==> config.mk <==
export PLATFORM = sky130hd
export DESIGN_NAME = bcd2bin_16_flat
export DESIGN_NICKNAME = d
export VERILOG_FILES = /design/src/rtl/bcd2bin_16_if.sv /design/src/rtl/bcd2bin_16.sv /design/src/flat_wrapper.sv
export SDC_FILE = /design/constraint.sdc
export NUM_CORES = 1
export LEC_CHECK = 0
export ABC_AREA = 1
export CORE_ASPECT_RATIO = 0.5
export CORE_MARGIN = 2
export CORE_UTILIZATION = 50
export DETAILED_ROUTE_END_ITERATION = 8
export GPL_TIMING_DRIVEN = 0
export MAX_ROUTING_LAYER = met4
export PLACE_DENSITY = 0.75
export SETUP_SLACK_MARGIN = 0.02
export SLEW_MARGIN = 20
export SYNTH_ARGS = -nofsm -noshare
export SYNTH_HDL_FRONTEND = slang
export SYNTH_SLANG_ARGS = --single-unit
==> constraint.sdc <==
create_clock -name clk -period 3.5 [get_ports clk]
set_clock_uncertainty 0.1 [all_clocks]
set_input_delay 0.7 -clock clk [delete_from_list [all_inputs] [get_ports clk]]
set_output_delay 0.7 -clock clk [all_outputs]
set_load 0.1 [all_outputs]
==> src/rtl/bcd2bin_16_if.sv <==
// Conversion request/result bundle for bcd2bin_16: five BCD digits and start in,
// binary result, handshake and flags out.
interface bcd2bin_16_if;
  logic        start;
  logic [3:0]  BCD0;
  logic [3:0]  BCD1;
  logic [3:0]  BCD2;
  logic [3:0]  BCD3;
  logic [3:0]  BCD4;
  logic [15:0] bin;
  logic        busy;
  logic        done;
  logic        err_digit;
  logic        ovf;

  modport master (
    output start, BCD0, BCD1, BCD2, BCD3, BCD4,
    input  bin, busy, done, err_digit, ovf
  );

  modport slave (
    input  start, BCD0, BCD1, BCD2, BCD3, BCD4,
    output bin, busy, done, err_digit, ovf
  );
endinterface

==> src/rtl/bcd2bin_16.sv <==
// Sequential five-digit BCD to 16-bit binary converter, one digit per clock, MSD first.
// Optional macro BCD2BIN_SATURATE_EN: overflow or an illegal digit saturates bin to 16'hFFFF.
module bcd2bin_16 (
  input  logic          clk,
  input  logic          rst,
  bcd2bin_16_if.slave   bus
);

  localparam int NDIG  = 5;
  localparam int ACC_W = 18;

  typedef enum logic [1:0] {
    S_IDLE = 2'd0,
    S_CONV = 2'd1,
    S_DONE = 2'd2
  } state_t;

  state_t             state_q, state_d;
  logic [ACC_W-1:0]   acc_q, acc_d;
  logic [2:0]         idx_q, idx_d;
  logic [3:0]         dig_q [NDIG];
  logic [3:0]         dig_d [NDIG];
  logic               err_w_q, err_w_d;
  logic [15:0]        bin_q, bin_d;
  logic               busy_q, busy_d;
  logic               done_q, done_d;
  logic               err_digit_q, err_digit_d;
  logic               ovf_q, ovf_d;

  logic [3:0]         cur_dig_s;
  logic [ACC_W-1:0]   acc_step_s;
  logic               step_err_s;
  logic               step_ovf_s;

  function automatic logic [3:0] sel_digit(input logic [2:0] idx,
                                           input logic [3:0] d0,
                                           input logic [3:0] d1,
                                           input logic [3:0] d2,
                                           input logic [3:0] d3,
                                           input logic [3:0] d4);
    logic [3:0] r;
    case (idx)
      3'd0:    r = d0;
      3'd1:    r = d1;
      3'd2:    r = d2;
      3'd3:    r = d3;
      3'd4:    r = d4;
      default: r = 4'd0;
    endcase
    return r;
  endfunction

  assign cur_dig_s  = sel_digit(idx_q, dig_q[0], dig_q[1], dig_q[2], dig_q[3], dig_q[4]);
  // acc*10 as (acc<<3)+(acc<<1); the raw digit is added even when illegal
  assign acc_step_s = {acc_q[ACC_W-4:0], 3'b000} + {acc_q[ACC_W-2:0], 1'b0}
                    + {{(ACC_W-4){1'b0}}, cur_dig_s};
  assign step_err_s = err_w_q | (cur_dig_s > 4'd9);
  assign step_ovf_s = |acc_step_s[ACC_W-1:16];

  // Next-state, datapath and registered-output logic
  always_comb begin
    state_d     = state_q;
    acc_d       = acc_q;
    idx_d       = idx_q;
    dig_d       = dig_q;
    err_w_d     = err_w_q;
    bin_d       = bin_q;
    err_digit_d = err_digit_q;
    ovf_d       = ovf_q;
    busy_d      = 1'b0;
    done_d      = 1'b0;

    case (state_q)
      S_IDLE: begin
        if (bus.start) begin
          dig_d[0] = bus.BCD0;
          dig_d[1] = bus.BCD1;
          dig_d[2] = bus.BCD2;
          dig_d[3] = bus.BCD3;
          dig_d[4] = bus.BCD4;
          acc_d    = {ACC_W{1'b0}};
          idx_d    = 3'd4;
          err_w_d  = 1'b0;
          busy_d   = 1'b1;
          state_d  = S_CONV;
        end else begin
          state_d  = S_IDLE;
        end
      end

      S_CONV: begin
        acc_d   = acc_step_s;
        err_w_d = step_err_s;
        busy_d  = 1'b1;
        if (idx_q == 3'd0) begin
          state_d     = S_DONE;
          done_d      = 1'b1;
          ovf_d       = step_ovf_s;
          err_digit_d = step_err_s;
`ifdef BCD2BIN_SATURATE_EN
          if (step_ovf_s || step_err_s) begin
            bin_d = 16'hFFFF;
          end else begin
            bin_d = acc_step_s[15:0];
          end
`else
          bin_d = acc_step_s[15:0];
`endif
        end else begin
          idx_d   = idx_q - 3'd1;
          state_d = S_CONV;
        end
      end

      S_DONE: begin
        state_d = S_IDLE;
      end

      default: begin
        state_d = S_IDLE;
      end
    endcase
  end

  // State, datapath and output registers
  always_ff @(posedge clk or posedge rst) begin
    if (rst) begin
      state_q     <= S_IDLE;
      acc_q       <= {ACC_W{1'b0}};
      idx_q       <= 3'd0;
      for (int i = 0; i < NDIG; i++) begin
        dig_q[i]  <= 4'd0;
      end
      err_w_q     <= 1'b0;
      bin_q       <= 16'd0;
      busy_q      <= 1'b0;
      done_q      <= 1'b0;
      err_digit_q <= 1'b0;
      ovf_q       <= 1'b0;
    end else begin
      state_q     <= state_d;
      acc_q       <= acc_d;
      idx_q       <= idx_d;
      for (int i = 0; i < NDIG; i++) begin
        dig_q[i]  <= dig_d[i];
      end
      err_w_q     <= err_w_d;
      bin_q       <= bin_d;
      busy_q      <= busy_d;
      done_q      <= done_d;
      err_digit_q <= err_digit_d;
      ovf_q       <= ovf_d;
    end
  end

  assign bus.bin       = bin_q;
  assign bus.busy      = busy_q;
  assign bus.done      = done_q;
  assign bus.err_digit = err_digit_q;
  assign bus.ovf       = ovf_q;

endmodule

==> src/flat_wrapper.sv <==
// flat-port wrapper written by rule: the top's interface ports become plain ports
module bcd2bin_16_flat 
  (clk, rst, bus_start, bus_BCD0, bus_BCD1, bus_BCD2, bus_BCD3, bus_BCD4, bus_bin, bus_busy, bus_done, bus_err_digit, bus_ovf);
  bcd2bin_16_if bus_i ();
  input  logic clk;
  input  logic rst;
  input wire logic [$bits(bus_i.start)-1:0] bus_start;
  input wire logic [$bits(bus_i.BCD0)-1:0] bus_BCD0;
  input wire logic [$bits(bus_i.BCD1)-1:0] bus_BCD1;
  input wire logic [$bits(bus_i.BCD2)-1:0] bus_BCD2;
  input wire logic [$bits(bus_i.BCD3)-1:0] bus_BCD3;
  input wire logic [$bits(bus_i.BCD4)-1:0] bus_BCD4;
  output wire logic [$bits(bus_i.bin)-1:0] bus_bin;
  output wire logic [$bits(bus_i.busy)-1:0] bus_busy;
  output wire logic [$bits(bus_i.done)-1:0] bus_done;
  output wire logic [$bits(bus_i.err_digit)-1:0] bus_err_digit;
  output wire logic [$bits(bus_i.ovf)-1:0] bus_ovf;
  assign bus_i.start = bus_start;
  assign bus_i.BCD0 = bus_BCD0;
  assign bus_i.BCD1 = bus_BCD1;
  assign bus_i.BCD2 = bus_BCD2;
  assign bus_i.BCD3 = bus_BCD3;
  assign bus_i.BCD4 = bus_BCD4;
  assign bus_bin = bus_i.bin;
  assign bus_busy = bus_i.busy;
  assign bus_done = bus_i.done;
  assign bus_err_digit = bus_i.err_digit;
  assign bus_ovf = bus_i.ovf;
  bcd2bin_16 u_core (.clk(clk), .rst(rst), .bus(bus_i));
endmodule
# Yosys cells after proc, flatten, opt, wreduce, memory -nomap -nowiden
# Cells that the tools add are included.
# totals
ff_bits	63
latchBits	0
ramBits	0
mem_bits_ro	0
inputBits	23
out_inout_bits	20
wordCells	49
mem_count	0
# op_classes
add_sub_neg	3
n_mul	0
n_div	0
magnitude_cmp	1
eq_ne	7
n_shift	0
mux	15
bitwise	1
n_reduce_logical	8
# ops
operator	n
$pmux 17 s2	1
$pmux 4 s5	1
$add 18x18->18	1
$add 18x4->18	1
$mux 17	1
$eq 3x2->1 const B	2
$mux 3	2
$pmux 3 s2	1
$reduce_and 2->1	3
$mux 1	5
$gt 4x4->1 const B	1
$ne 2x2->1 const B	2
$pmux 1 s2	2
$pmux 2 s2	1
$eq 3x1->1 const B	1
$eq 3x3->1 const B	1
$logic_not 3->1	1
$reduce_and 3->1	1
$sub 3x1->3 const B	1
$eq 2x1->1 const B	1
$logic_not 2->1	1
$mux 2	1
$reduce_bool 2->1	1
$reduce_or 2->1	1
$or 1x1->1	1

# Longest topological paths before layout
# depth
depth_word	5
ltp_mapped	22
depth_no_buf	22

# Worst setup path after synthesis
# OpenSTA, ideal clock, no wires.
# synth_timing
kind	register to register
startpoint	register u_core.idx_q[0]
endpoint	register u_core.bin_q[10], in the netlist u_core.bus.bin[10]
setup_ps	68
arrival_time_ps	2779
required_ps	3332
path_slack_ps	554
stages_incl_launch_ff	16
n_path_buf	0
period_less_slack_ps	2946
path_cell_list	dfrtp_1 inv_1 ha_1 nand2_4 o22ai_1 inv_1 nand2_1 inv_1 fa_1 fa_1 o21bai_1 nand3_1 nand2_1 xor2_1 nand2_1 nand2_1
# synth_between
elab_chain_cells	3
word_cells_on_any_way	8
classes_between	add/sub: 1; eq/ne: 4; mux: 1; reduce/logical: 2
# synth_lines
item	line_no	rtl
start: declaration	bcd2bin_16.sv:20	logic [2:0] idx_q, idx_d;
start signal: assignment	bcd2bin_16.sv:143	idx_q <= idx_d;
$eq 3x3->1, or another cell as far along	bcd2bin_16.sv:42	case (idx)
$pmux 4 s5	bcd2bin_16.sv:42	
$add 18x4->18	bcd2bin_16.sv:56	+ {{(ACC_W-4){1'b0}}, cur_dig_s};
end signal: assignment	bcd2bin_16.sv:148	bin_q <= bin_d;
end: declaration	bcd2bin_16.sv:24	logic [15:0] bin_q, bin_d;
# Several ways; a longest one is shown, not always the timed one.
# A chain may end at the register's enable or synchronous reset.

# Final worst setup path
# layout_timing
startpoint	register u_core.idx_q[1]
endpoint	register u_core.bin_q[15], in the netlist u_core.bus.bin[15]
# Same word-level chain as after synthesis.

==> impl_results.md <==
* Final Setup Violations at 0
* Synth cell count leaders: 172 x nand2_1, 63 x dfrtp_1, 53 x inv_1
* Routed WL per cell at 13.01 microns
* Mapped cell area at 3660 sq um
* RSZ-0062 raised after global routing: no
* CTS Root Cell: clkbuf_16
* Worst path arrival time at 3.29 ns
* Final #Nets at 576
* Crit-path max FO at 4
* Max_cap viols at 0
* CTS tree: built
* GPL Wtd Cong at 0.9057
* Relative slew slack at 34.83%
* DRT Pass-1 Iters at 4
* DPL Wire Length at 5926 microns
* Grt total ovfl at 0
* Initial antenna violation count at 0
* Total number of yosys warnings at 0
* Hold Crit Class: flip-flop to flip-flop
* Starting Density at 53.16%
* Critical path class: flip-flop to flip-flop
* Total wire length at 7976 microns
* Syn Inst Count at 462
* Via count at 3,075
* Hold_buf cts at 0
* Worst-Margin Slew at 0.9745 ns
* Layout cell share with drive strength beyond 1 at 6.910%
* Peak Freq at 0.3147 GHz
* Filler cells at 597
* Share of the synthesized area in the top cell type at 43.08%
* Run status: finished, final reports clean
* Setup TNS at 0 ns
* Tmin final at 3.177 ns
* Cell type with the largest total area after synthesis: dfrtp_1
* CTS Buf Count at 9
* Post-synthesis sequential element count at 63
* Clock-pin slew on the worst setup and hold paths at 0.05 ns
* Post-Syn Nets at 522
* N_diodes at 0
* Post-synth EDFFs at 0
* Number of global-route vias before repair at 2,995
* Slew Viols, Final at 0
* Io pins at 43
* Synthesis-to-layout area growth at 23.62%
* CP required at 3.62 ns
* Drt drc at 0
* Die Ht at 64.50 microns
* Async S/R FF share, synth at 100.0%
* Final period utilization at 90.78%
* Post-DRT Antenna Nets at 0
* Core Area at 6884 sq um
* Vias per cell at 5.016
* Rows at 21
* Clock Sinks at 63
* Setup crit end kind: flip-flop
* First-pass GRT wire length at 13,770 microns
* Chip width at 125.0 microns
* Worst-Skew Late Latency at 0.33 ns
* Synth Flop Type: dfrtp_1
* Post-synthesis sequential area ratio at 43.08%
* Syn_area_per_cell at 7.922 sq um
* CTS Buffer Depth at 2
* Ranking of synthesized cells by area: dfrtp_1 43%, nand2_1 18%, ha_1 12%
* Die Area at 8061 sq um
* Most common cell in the netlist: nand2_1
* Port bufs at 42
* Critical Path Start Type: flip-flop
* Initial DRC Count at 141
* Synth cell types at 28
* Tot GR Track Use at 22.50%
* H-Tree Depth at 3
* Largest net degree at the start of global routing at 45
* Endpoints failing hold at 0
[state kept, by name, summed over array words and instances (netlist names)]
register,count
u_core.bus.err_digit,1
u_core.err_w_q,1
u_core.dig_q,20
u_core.bus.bin,16
u_core.bus.busy,1
u_core.state_q,2
u_core.idx_q,3
u_core.bus.ovf,1
u_core.bus.done,1
u_core.acc_q,17
[placed cells by master (no fill, tap or decap), types with 2 or more instances in the layout]
cell	synthesis	final
nand3_1	28	28
nand4_1	2	2
xnor2_1	5	5
inv_4	2	3
or2_2	2	2
o22ai_1	6	6
clkbuf_1	5	6
nand2_2	2	2
clkinvlp_4	0	2
dfrtp_1	63	63
nand2_1	172	172
ha_1	35	34
nor2_1	20	20
a21oi_1	12	12
clkdlybuf4s50_1	0	42
xor2_1	4	4
clkbuf_16	0	9
buf_2	2	2
clkinv_2	0	2
o21bai_2	0	2
o21ai_0	30	30
buf_6	3	3
inv_2	1	2
nand3b_1	3	3
inv_1	53	51
nor3_1	2	2
[critical path, cell delays in order (launching register included)]
cell	delay [ns]
dfrtp_1	0.40
inv_1	0.16
ha_1	0.23
nand2_1	0.11
o22ai_1	0.12
inv_1	0.05
nand2_1	0.08
inv_1	0.06
fa_1	0.56
inv_1	0.07
ha_1	0.28
nand2_1	0.05
nand2_1	0.09
nand2_1	0.09
o21bai_2	0.19
nand3_1	0.14
nand2_1	0.09
nand2_1	0.06
nand3_1	0.08
nand2_1	0.05
[logic make-up after synthesis]
| logic type | Yosys count | synth area share (%) |
|---|---|---|
| and+or+nand+nor | 233 | 26.02 |
| AOI/OAI and AO/OA | 54 | 8.103 |
| buffers and inverters | 66 | 7.590 |
| DFF | 63 | 43.08 |
| xor gates and xnor gates | 9 | 2.154 |
| adders and majority gates | 37 | 13.06 |
[routing by layer]
metal  wire (microns)  part of all wire [%]  global-route usage (%)  vias up
met1             3697                    46                   27.58     1427
met4               87                   1.1                   4.861        0
met3              347                   4.4                   6.689        8
met5                0                     0                       -        -
li1                 -                     -                       -     1577
met2             3844                    48                   37.64       63
[area by class of cell]
| type | count | area, sq um | area share (%) |
|---|---|---|---|
| Multi-Input combinational cell | 333 | 1828 | 40.40 |
| Sequential cell | 63 | 1577 | 34.85 |
| Timing Repair Buffer | 43 | 447.9 | 9.900 |
| Clock buffer | 11 | 242.7 | 5.365 |
| Inverter | 56 | 217.7 | 4.812 |
| Tap cell | 92 | 115.1 | 2.544 |
| Buffer | 10 | 62.56 | 1.383 |
| Clock inverter | 5 | 33.78 | 0.7467 |
[per-stage QoR]
stage | area, sq um | hold slack [ns] | util (%) | cells | setup slack, ns
after floorplan | 3660 | 0.3422 | - | 462 | 0.5539
after CTS | 4502 | 0.3737 | 65.39 | 613 | 0.1265
after global placement | 4195 | 0.3578 | 60.94 | 596 | 0.05111
after global routing | 4524 | 0.3924 | 65.72 | 613 | 0.03788
after detailed placement | 4225 | 0.3598 | 61.38 | 597 | 0.1836
final | 4524 | 0.3719 | 65.72 | 613 | 0.3226
[worst paths after layout]
path | depth (start not counted) | slack (ns) | end | start
setup / recovery | 19 | 0.32 | u_core.bus.bin[15]$_DFFE_PP0P_ | u_core.idx_q[1]$_DFFE_PP0P_
setup reg to reg | 19 | 0.32 | u_core.bus.bin[15]$_DFFE_PP0P_ | u_core.idx_q[1]$_DFFE_PP0P_
max in group asynchronous | 3 | 2.21 | u_core.dig_q[4]$_DFFE_PP0P_ | rst
min in group asynchronous | 2 | 0.59 | u_core.bus.bin[8]$_DFFE_PP0P_ | rst
hold reg to reg | 2 | 0.37 | u_core.dig_q[12]$_DFFE_PP0P_ | u_core.dig_q[12]$_DFFE_PP0P_
hold / removal | 2 | 0.37 | u_core.dig_q[12]$_DFFE_PP0P_ | u_core.dig_q[12]$_DFFE_PP0P_
[timing repair]
| action | 4_1_cts | 5_1_grt |
|---|---|---|
| endpoints found under the setup margin | 0 | 17 |
| endpoints found under the hold margin | 0 | 0 |
| buffers inserted | 0 | 0 |
| resized for setup | 0 | 6 |
Power is not shown: default switching activity piles up to over one toggle a cycle in this logic, so the estimate is an artifact.
